==> src/rtl/ring_slot_scheduler.sv <==
// Round-robin one-hot slot scheduler with a clock-enable prescaler that limits how long a requester can hold the slot.
// Optional: define RING_SCHED_PRIORITY0_EN to give requester 0 priority over the ring.
module ring_slot_scheduler #(
   parameter int unsigned N          = 8,
   parameter int unsigned DIV        = 1000000,
   parameter int unsigned SLOT_TICKS = 4
) (
   input  logic                 clk,
   input  logic                 rst,
   input  logic                 en,
   input  logic [N-1:0]         req,
   input  logic [N-1:0]         done,
   output logic [N-1:0]         grant,
   output logic [$clog2(N)-1:0] owner,
   output logic                 busy,
   output logic                 tick,
   output logic                 timeout
);
   localparam int unsigned OW = $clog2(N);
   localparam int unsigned PW = $clog2(DIV);
   localparam int unsigned SW = (SLOT_TICKS > 1) ? $clog2(SLOT_TICKS) : 1;

   typedef enum logic [1:0] {
      S_IDLE    = 2'd0,
      S_GRANT   = 2'd1,
      S_RELEASE = 2'd2
   } state_t;

   state_t          r_state,   w_state_nxt;
   logic [PW-1:0]   r_presc,   w_presc_nxt;
   logic            r_tick,    w_tick_nxt;
   logic [N-1:0]    r_ptr,     w_ptr_nxt;
   logic [N-1:0]    r_grant,   w_grant_nxt;
   logic [OW-1:0]   r_owner,   w_owner_nxt;
   logic            r_busy,    w_busy_nxt;
   logic [SW-1:0]   r_slot,    w_slot_nxt;
   logic            r_timeout, w_timeout_nxt;

   logic [OW-1:0]   w_ptr_idx;
   logic [OW-1:0]   w_win_idx;
   logic [N-1:0]    w_win_oh;
   logic            w_found;
   int unsigned     w_cand;
   logic            w_release;
   logic            w_expire;
   logic [N-1:0]    w_ptr_exit;

   // Winner search: first asserted req starting one position after the pointer.
   always_comb begin
      w_ptr_idx = '0;
      for (int unsigned i = 0; i < N; i++) begin
         if (r_ptr[i]) w_ptr_idx = OW'(i);
      end
      w_found   = 1'b0;
      w_win_idx = '0;
      w_cand    = 0;
      for (int unsigned k = 1; k <= N; k++) begin
         w_cand = 32'(w_ptr_idx) + k;
         if (w_cand >= N) w_cand = w_cand - N;
         if (!w_found && req[OW'(w_cand)]) begin
            w_found   = 1'b1;
            w_win_idx = OW'(w_cand);
         end
      end
`ifdef RING_SCHED_PRIORITY0_EN
      if (req[0]) begin
         w_found   = 1'b1;
         w_win_idx = '0;
      end
`endif
      w_win_oh            = '0;
      w_win_oh[w_win_idx] = 1'b1;
   end

   assign w_release = done[r_owner] | ~req[r_owner] | ~en;
   assign w_expire  = r_tick && (r_slot == SW'(SLOT_TICKS - 1));

`ifdef RING_SCHED_PRIORITY0_EN
   // Requester 0 slots leave the ring position untouched.
   assign w_ptr_exit = (r_owner == '0) ? r_ptr : r_grant;
`else
   assign w_ptr_exit = r_grant;
`endif

   // Next-state and registered-output logic.
   always_comb begin
      w_state_nxt   = r_state;
      w_presc_nxt   = r_presc;
      w_tick_nxt    = 1'b0;
      w_ptr_nxt     = r_ptr;
      w_grant_nxt   = r_grant;
      w_owner_nxt   = r_owner;
      w_busy_nxt    = r_busy;
      w_slot_nxt    = r_slot;
      w_timeout_nxt = 1'b0;

      if (en) begin
         w_tick_nxt  = (r_presc == PW'(DIV - 1));
         w_presc_nxt = w_tick_nxt ? '0 : r_presc + PW'(1);
      end

      case (r_state)
         S_IDLE: begin
            if (en && w_found) begin
               w_grant_nxt = w_win_oh;
               w_owner_nxt = w_win_idx;
               w_busy_nxt  = 1'b1;
               w_slot_nxt  = '0;
               w_state_nxt = S_GRANT;
            end
         end
         S_GRANT: begin
            if (w_release || w_expire) begin
               w_timeout_nxt = ~w_release;
               w_ptr_nxt     = w_ptr_exit;
               w_grant_nxt   = '0;
               w_owner_nxt   = '0;
               w_busy_nxt    = 1'b0;
               w_state_nxt   = S_RELEASE;
            end else if (r_tick) begin
               w_slot_nxt = r_slot + SW'(1);
            end
         end
         S_RELEASE: begin
            w_state_nxt = S_IDLE;
         end
         default: begin
            w_grant_nxt = '0;
            w_owner_nxt = '0;
            w_busy_nxt  = 1'b0;
            w_state_nxt = S_IDLE;
         end
      endcase
   end

   always_ff @(posedge clk or negedge rst) begin
      if (!rst) begin
         r_state   <= S_IDLE;
         r_presc   <= '0;
         r_tick    <= 1'b0;
         r_ptr     <= {1'b1, {(N-1){1'b0}}};
         r_grant   <= '0;
         r_owner   <= '0;
         r_busy    <= 1'b0;
         r_slot    <= '0;
         r_timeout <= 1'b0;
      end else begin
         r_state   <= w_state_nxt;
         r_presc   <= w_presc_nxt;
         r_tick    <= w_tick_nxt;
         r_ptr     <= w_ptr_nxt;
         r_grant   <= w_grant_nxt;
         r_owner   <= w_owner_nxt;
         r_busy    <= w_busy_nxt;
         r_slot    <= w_slot_nxt;
         r_timeout <= w_timeout_nxt;
      end
   end

   assign grant   = r_grant;
   assign owner   = r_owner;
   assign busy    = r_busy;
   assign tick    = r_tick;
   assign timeout = r_timeout;

endmodule
==> config.mk <==
export PLATFORM = sky130hd
export DESIGN_NAME = ring_slot_scheduler
export DESIGN_NICKNAME = d
export VERILOG_FILES = /design/src/rtl/ring_slot_scheduler.sv
export SDC_FILE = /design/constraint.sdc
export NUM_CORES = 1
export LEC_CHECK = 0
export ABC_AREA = 1
export CORE_ASPECT_RATIO = 1.5
export CORE_UTILIZATION = 54
export DETAILED_ROUTE_END_ITERATION = 10
export PLACE_DENSITY = 0.76
export RECOVER_POWER = 100
export SLEW_MARGIN = 30
export SYNTH_ARGS = -nofsm -noshare
export SYNTH_HDL_FRONTEND = slang
export SYNTH_SLANG_ARGS = --single-unit
export TNS_END_PERCENT = 1
==> constraint.sdc <==
create_clock -name clk -period 2.9 [get_ports clk]
set_input_delay 0.58 -clock clk [delete_from_list [all_inputs] [get_ports clk]]
set_output_delay 0.58 -clock clk [all_outputs]
set_load 0.05 [all_outputs]
Word-level counts from Yosys, hierarchy flattened
Cells that the tools add are included.
Storage, ports and cells
  output and inout port bits: 14
  register bits after elaboration: 46
  bits of input ports: 19
Cells by class
  eq/ne operators: 8
  reductions and logical operators: 24
  bitwise gates (word level): 6
  multiplexer cells: 73
  magnitude comparators: 19
  add/sub/neg operators: 18
Operators by type and width (count)
  3-bit two-way mux: 23
  3-bit by 4-bit < comparator with 1-bit output (second input constant): 10
  1-bit binary-select mux with 3-bit select: 10
  4-bit >= comparator (second input constant): 7
  1-bit two-way mux: 25
  8-bit one-hot mux with 3 select lines: 1
  3-bit by 1-bit subtractor with 3-bit output (second input constant): 8
  20-bit by 1-bit adder with 20-bit output (second input constant): 1
  20-bit == test (second input constant): 1
  20-bit two-way mux: 1
  3-bit by 3-bit adder with 4-bit output (second input constant): 4
  8-bit two-way mux: 2
  2-bit two-way mux: 6
  1-bit logical AND: 10
  3-bit one-hot mux with 3 select lines: 1
  3-bit by 2-bit adder with 4-bit output (second input constant): 2
  2-bit != test (second input constant): 4
  2-bit one-hot mux with 2 select lines: 2
  1-bit zero test: 7
  3-bit by 4-bit adder with 5-bit output (second input constant): 1
  5-bit by 4-bit >= comparator with 1-bit output (second input constant): 1
  3-bit by 1-bit adder with 4-bit output (second input constant): 1
  2-bit == test (second input constant): 2
  1-bit NOT: 4
  12 further kinds: 14

Longest topological paths before layout
  word-level depth: 40
  mapped depth: 26
  gate-level depth less buffers: 25

Least setup slack after synthesis
Ideal clock, no wire load.
  path kind: register to register
  from: register r_ptr[2]
  to: register r_grant[3] (netlist: grant[3])
  clock period less this slack: 2.690 ns
  library setup time: 0.074 ns
  slack: 0.210 ns
  arrival time: 2.616 ns
  data required time: 2.826 ns
  buffers on the path: 2
  cell stages (with the launch flop): 25
  path through: dfrtp_1 inv_1 nand2_1 nand2_1 nand2_1 nand2_2 nand2_4 nand2_4 buf_6 inv_1 ha_1 inv_1 nand3_1 nand3_1 nand2_2 inv_2 nand4_2 nor2_4 nand3b_2 nand2_1 nand2_1 nand2_2 buf_6 nand2_1 o21ai_2
Between the ends
  word-level cells in the longest chain between the ends: 39
  elaborated cells between the ends (all ways): 94
Ends and longest elaborated chain
  from (decl): RTL line 32  | logic [N-1:0] r_ptr, w_ptr_nxt;
  from (signal assigned): RTL line 141  | r_ptr <= {1'b1, {(N-1){1'b0}}};
  from (signal assigned): RTL line 151  | r_ptr <= w_ptr_nxt;
  2-bit two-way mux *: RTL line 52  | if (r_ptr[i]) w_ptr_idx = OW'(i);
  3-bit two-way mux * (5 in series): RTL line 52
  3-bit by 1-bit adder with 4-bit output: RTL line 58  | w_cand = 32'(w_ptr_idx) + k;
  4-bit >= comparator or 3-bit by 1-bit subtractor with 3-bit output (tied branches): RTL line 59  | if (w_cand >= N) w_cand = w_cand - N;
  3-bit two-way mux: RTL line 59
  1-bit binary-select mux with 3-bit select: RTL line 60  | if (!w_found && req[OW'(w_cand)]) begin
  1-bit two-way mux (not written as such): RTL line 60
  1-bit two-way mux: RTL line 60
  [19 not listed]
  1-bit logical AND: RTL line 60
  3-bit two-way mux: RTL line 60
  3-bit by 4-bit < comparator with 1-bit output (not written as such) or 3-bit by 1-bit >= comparator with 1-bit output (tied branches): RTL line 72  | w_win_oh[w_win_idx] = 1'b1;
  1-bit logical AND (not written as such): RTL line 72
  1-bit two-way mux (not written as such): RTL line 72
  1-bit demux with 3-bit select: RTL line 72
  8-bit two-way mux: RTL line 104  | if (en && w_found) begin
  8-bit one-hot mux with 3 select lines: RTL line 102  | case (r_state)
  to (signal assigned): RTL line 152  | r_grant <= w_grant_nxt;
  to (decl): RTL line 33  | logic [N-1:0] r_grant, w_grant_nxt;
Every way passes the cells marked *; elsewhere a longest branch is shown, timed or not. The select of a mux whose other input is x is not followed.
A chain may end at the register's enable or synchronous reset.

Worst setup path after layout
  from: register r_ptr[2]
  to: register r_grant[4] (netlist: grant[4])
Same word-level chain as after synthesis.

==> out/qor.yml <==
clkSinkCount: 45
synthesis.area_sq_um: 3180
rsz0062_at_grt: "yes"
initialDrtViolationCount: 264
synth_edf_count: 0
cp.arrival_ps: 3000
fp.dieH_microns: 96.0
slew_headroom_pct: 26.1
tritoncts: "yes"
async_reset_ff_share_pct: 100
cts_root_buf: "clkbuf_8"
grt_pass1_vias: 3243
post-route-util_pct: 68.6
skew_ps: 4.86
yosysSeqAreaShare_pct: 35.4
layout_common_cells: "141 x nand2_1, 59 x nand3_1, 57 x inv_1, 44 x dfrtp_1, 32 x nor2_1"
holdCritPathClass: "in2async"
synth_seq_cells: 45
post_drt_via_cell_ratio: 5.60
final_common_cell: "nand2_1"
clk_pin_slew_worst_paths_ps: 90
cts_made_buffers: 5
fin_worst_hold_slack_ps: 472
worstPathRequired_ps: 3150
syn_nets: 493
cp_max_fo: 6
min_period_over_period_pct: 94.9
status: "completed"
core_area_sq_um: 5570
ys_types: 37
cp-start-kind: "flip-flop"
routabilityCongestion: 0.976
max_freq_ghz: 0.364
setup_viol: 0
multi_input_area_sq_um: 1810
hold_violations: 0
register_area_sq_um: 1130
grt_pass1_wl_microns: 14700
num_vias: 3276
num_antenna_cells: 0
wirelength_microns: 8800
worstSetupEndpointType: "flip-flop"
cts_hold_buf: 0
grt_start_max_net_pins: 46
clkLatencyLatePin_ps: 300
port_buffers: 32
route.detailed.drc: 0
antenna_found_initial: 0
wl_per_cell_microns: 15.0
clk_path_buf_depth: 2
die_area_sq_um: 6210
synth_flop_cell: "dfrtp_1"
netlist_instances: 470
drv_cap: 0
start_util_pct: 57.1
first_pass_iters: 5
area_growth_syn_to_layout_pct: 20.2
chipWidth_microns: 64.7
rows: 33
synth_area_per_cell_sq_um: 6.77
slew_viol_final: 0
drive_above_1_share_pct: 13.2
cts_htree_levels: 2
timing_worst_setup_path_type: "reg2reg"
num_io_pins: 33
antenna_left: 0
nFillCells: 497
overflow: 0
fin_crit_ps: 2750
grtUsageTotal_pct: 30.9
layout.nets: 537
yosys_warnings: 0
worstMarginPinSlew_ps: 1110
dp_hpwl_microns: 6710
## critical path, stage by stage, from the launching register on
cell and delay [ps]:
dfrtp_1 400, inv_1 70, nand2_1 60, nand2_1 60, nand2_1 60, nand2_2 90
nand2_4 60, nand2_4 90, inv_2 60, ha_4 280, buf_4 130, nand3_2 110
nand3_2 100, nand2_2 80, nor2_2 110, nand4_2 110, nor2_4 200, nand3_2 120
nand3_2 140, inv_2 60, nor2_1 140, nand2_1 70, nand2_1 60
## sequential cells by signal (all words and copies together) (netlist names)
name     count
r_slot       2
busy         1
timeout      1
owner        3
grant        8
r_ptr        7
r_state      2
r_presc     20
tick         1
## routing by layer
metal / global-route usage [%] / up-vias / wire [microns] / part of all wire, %
li1: - / 1625 / - / -
met1: 33.0 / 1495 / 3310 / 38
met2: 55.9 / 115 / 4650 / 53
met3: 4.50 / 41 / 372 / 4.2
met4: 20.9 / 0 / 473 / 5.4
met5: 0 / - / 0 / 0
## final timing paths
kind	from	to	slack [ps]	depth (start not counted)
worst min register to register	grant[1]	r_ptr[1]	500	2
worst max-delay path	r_ptr[2]	grant[4]	150	22
worst min-delay path	rst	r_ptr[1]	470	1
min in group clk	grant[1]	r_ptr[1]	500	2
worst max register to register	r_ptr[2]	grant[4]	150	22
max in group asynchronous	rst	r_presc[5]	1740	1
## per-stage QoR
stage               instance area (sq um)  worst slack, ps  std cells  setup TNS (ps)
floorplan                            3180              210        470               0
global placement                     3620            -73.9        576            -519
detailed placement                   3620             -114        576           -1120
CTS                                  3770             40.7        584               0
global route                         3820            -56.5        585            -139
finish                               3820              149        585               0
## area by class of cell
cell class	instances	area share, %
flip-flops and latches	45	29.5
clock buffers	5	1.80
inverters	70	6.87
clock inverters	3	1.24
well taps	70	2.29
multi-input cells	346	47.4
repair buffers	46	10.9
## synth_stat cells (all sizes together), types with 2 or more instances
cell / number / area [sq um]
ha: 4 / 50.1
o221ai: 2 / 17.5
a21oi: 6 / 30.0
nor4: 10 / 62.6
nand4: 13 / 87.6
nand3b: 2 / 18.8
clkbuf: 5 / 18.8
nor2: 36 / 161
inv: 68 / 255
nand3: 72 / 390
dfrtp: 44 / 1100
clkinv: 2 / 7.51
o21ai: 19 / 103
nor3: 16 / 80.1
nand2: 151 / 592
buf: 4 / 41.3
xor2: 8 / 85.1
o311ai: 2 / 17.5
## cell families after synthesis
kind of cell | after synthesis | synth area share (%)
flip-flops | 45 | 35.4
AO/OA/AOI/OAI | 32 | 5.94
AND/OR/NAND/NOR | 302 | 44.2
buffers and inverters | 79 | 10.1
adder cells (fa/ha/maj) | 4 | 1.57
XOR/XNOR | 8 | 2.68
## timing repair
| item | in CTS | in global routing |
|---|---|---|
| setup endpoints to repair | 14 | 14 |
| pin swaps | 1 | 6 |
| buffers inserted | 0 | 1 |
| resized for setup | 7 | 13 |
Power is left out: the tool's default activity adds up to more than one toggle a clock period on the data nets, which glitch-free logic cannot reach.
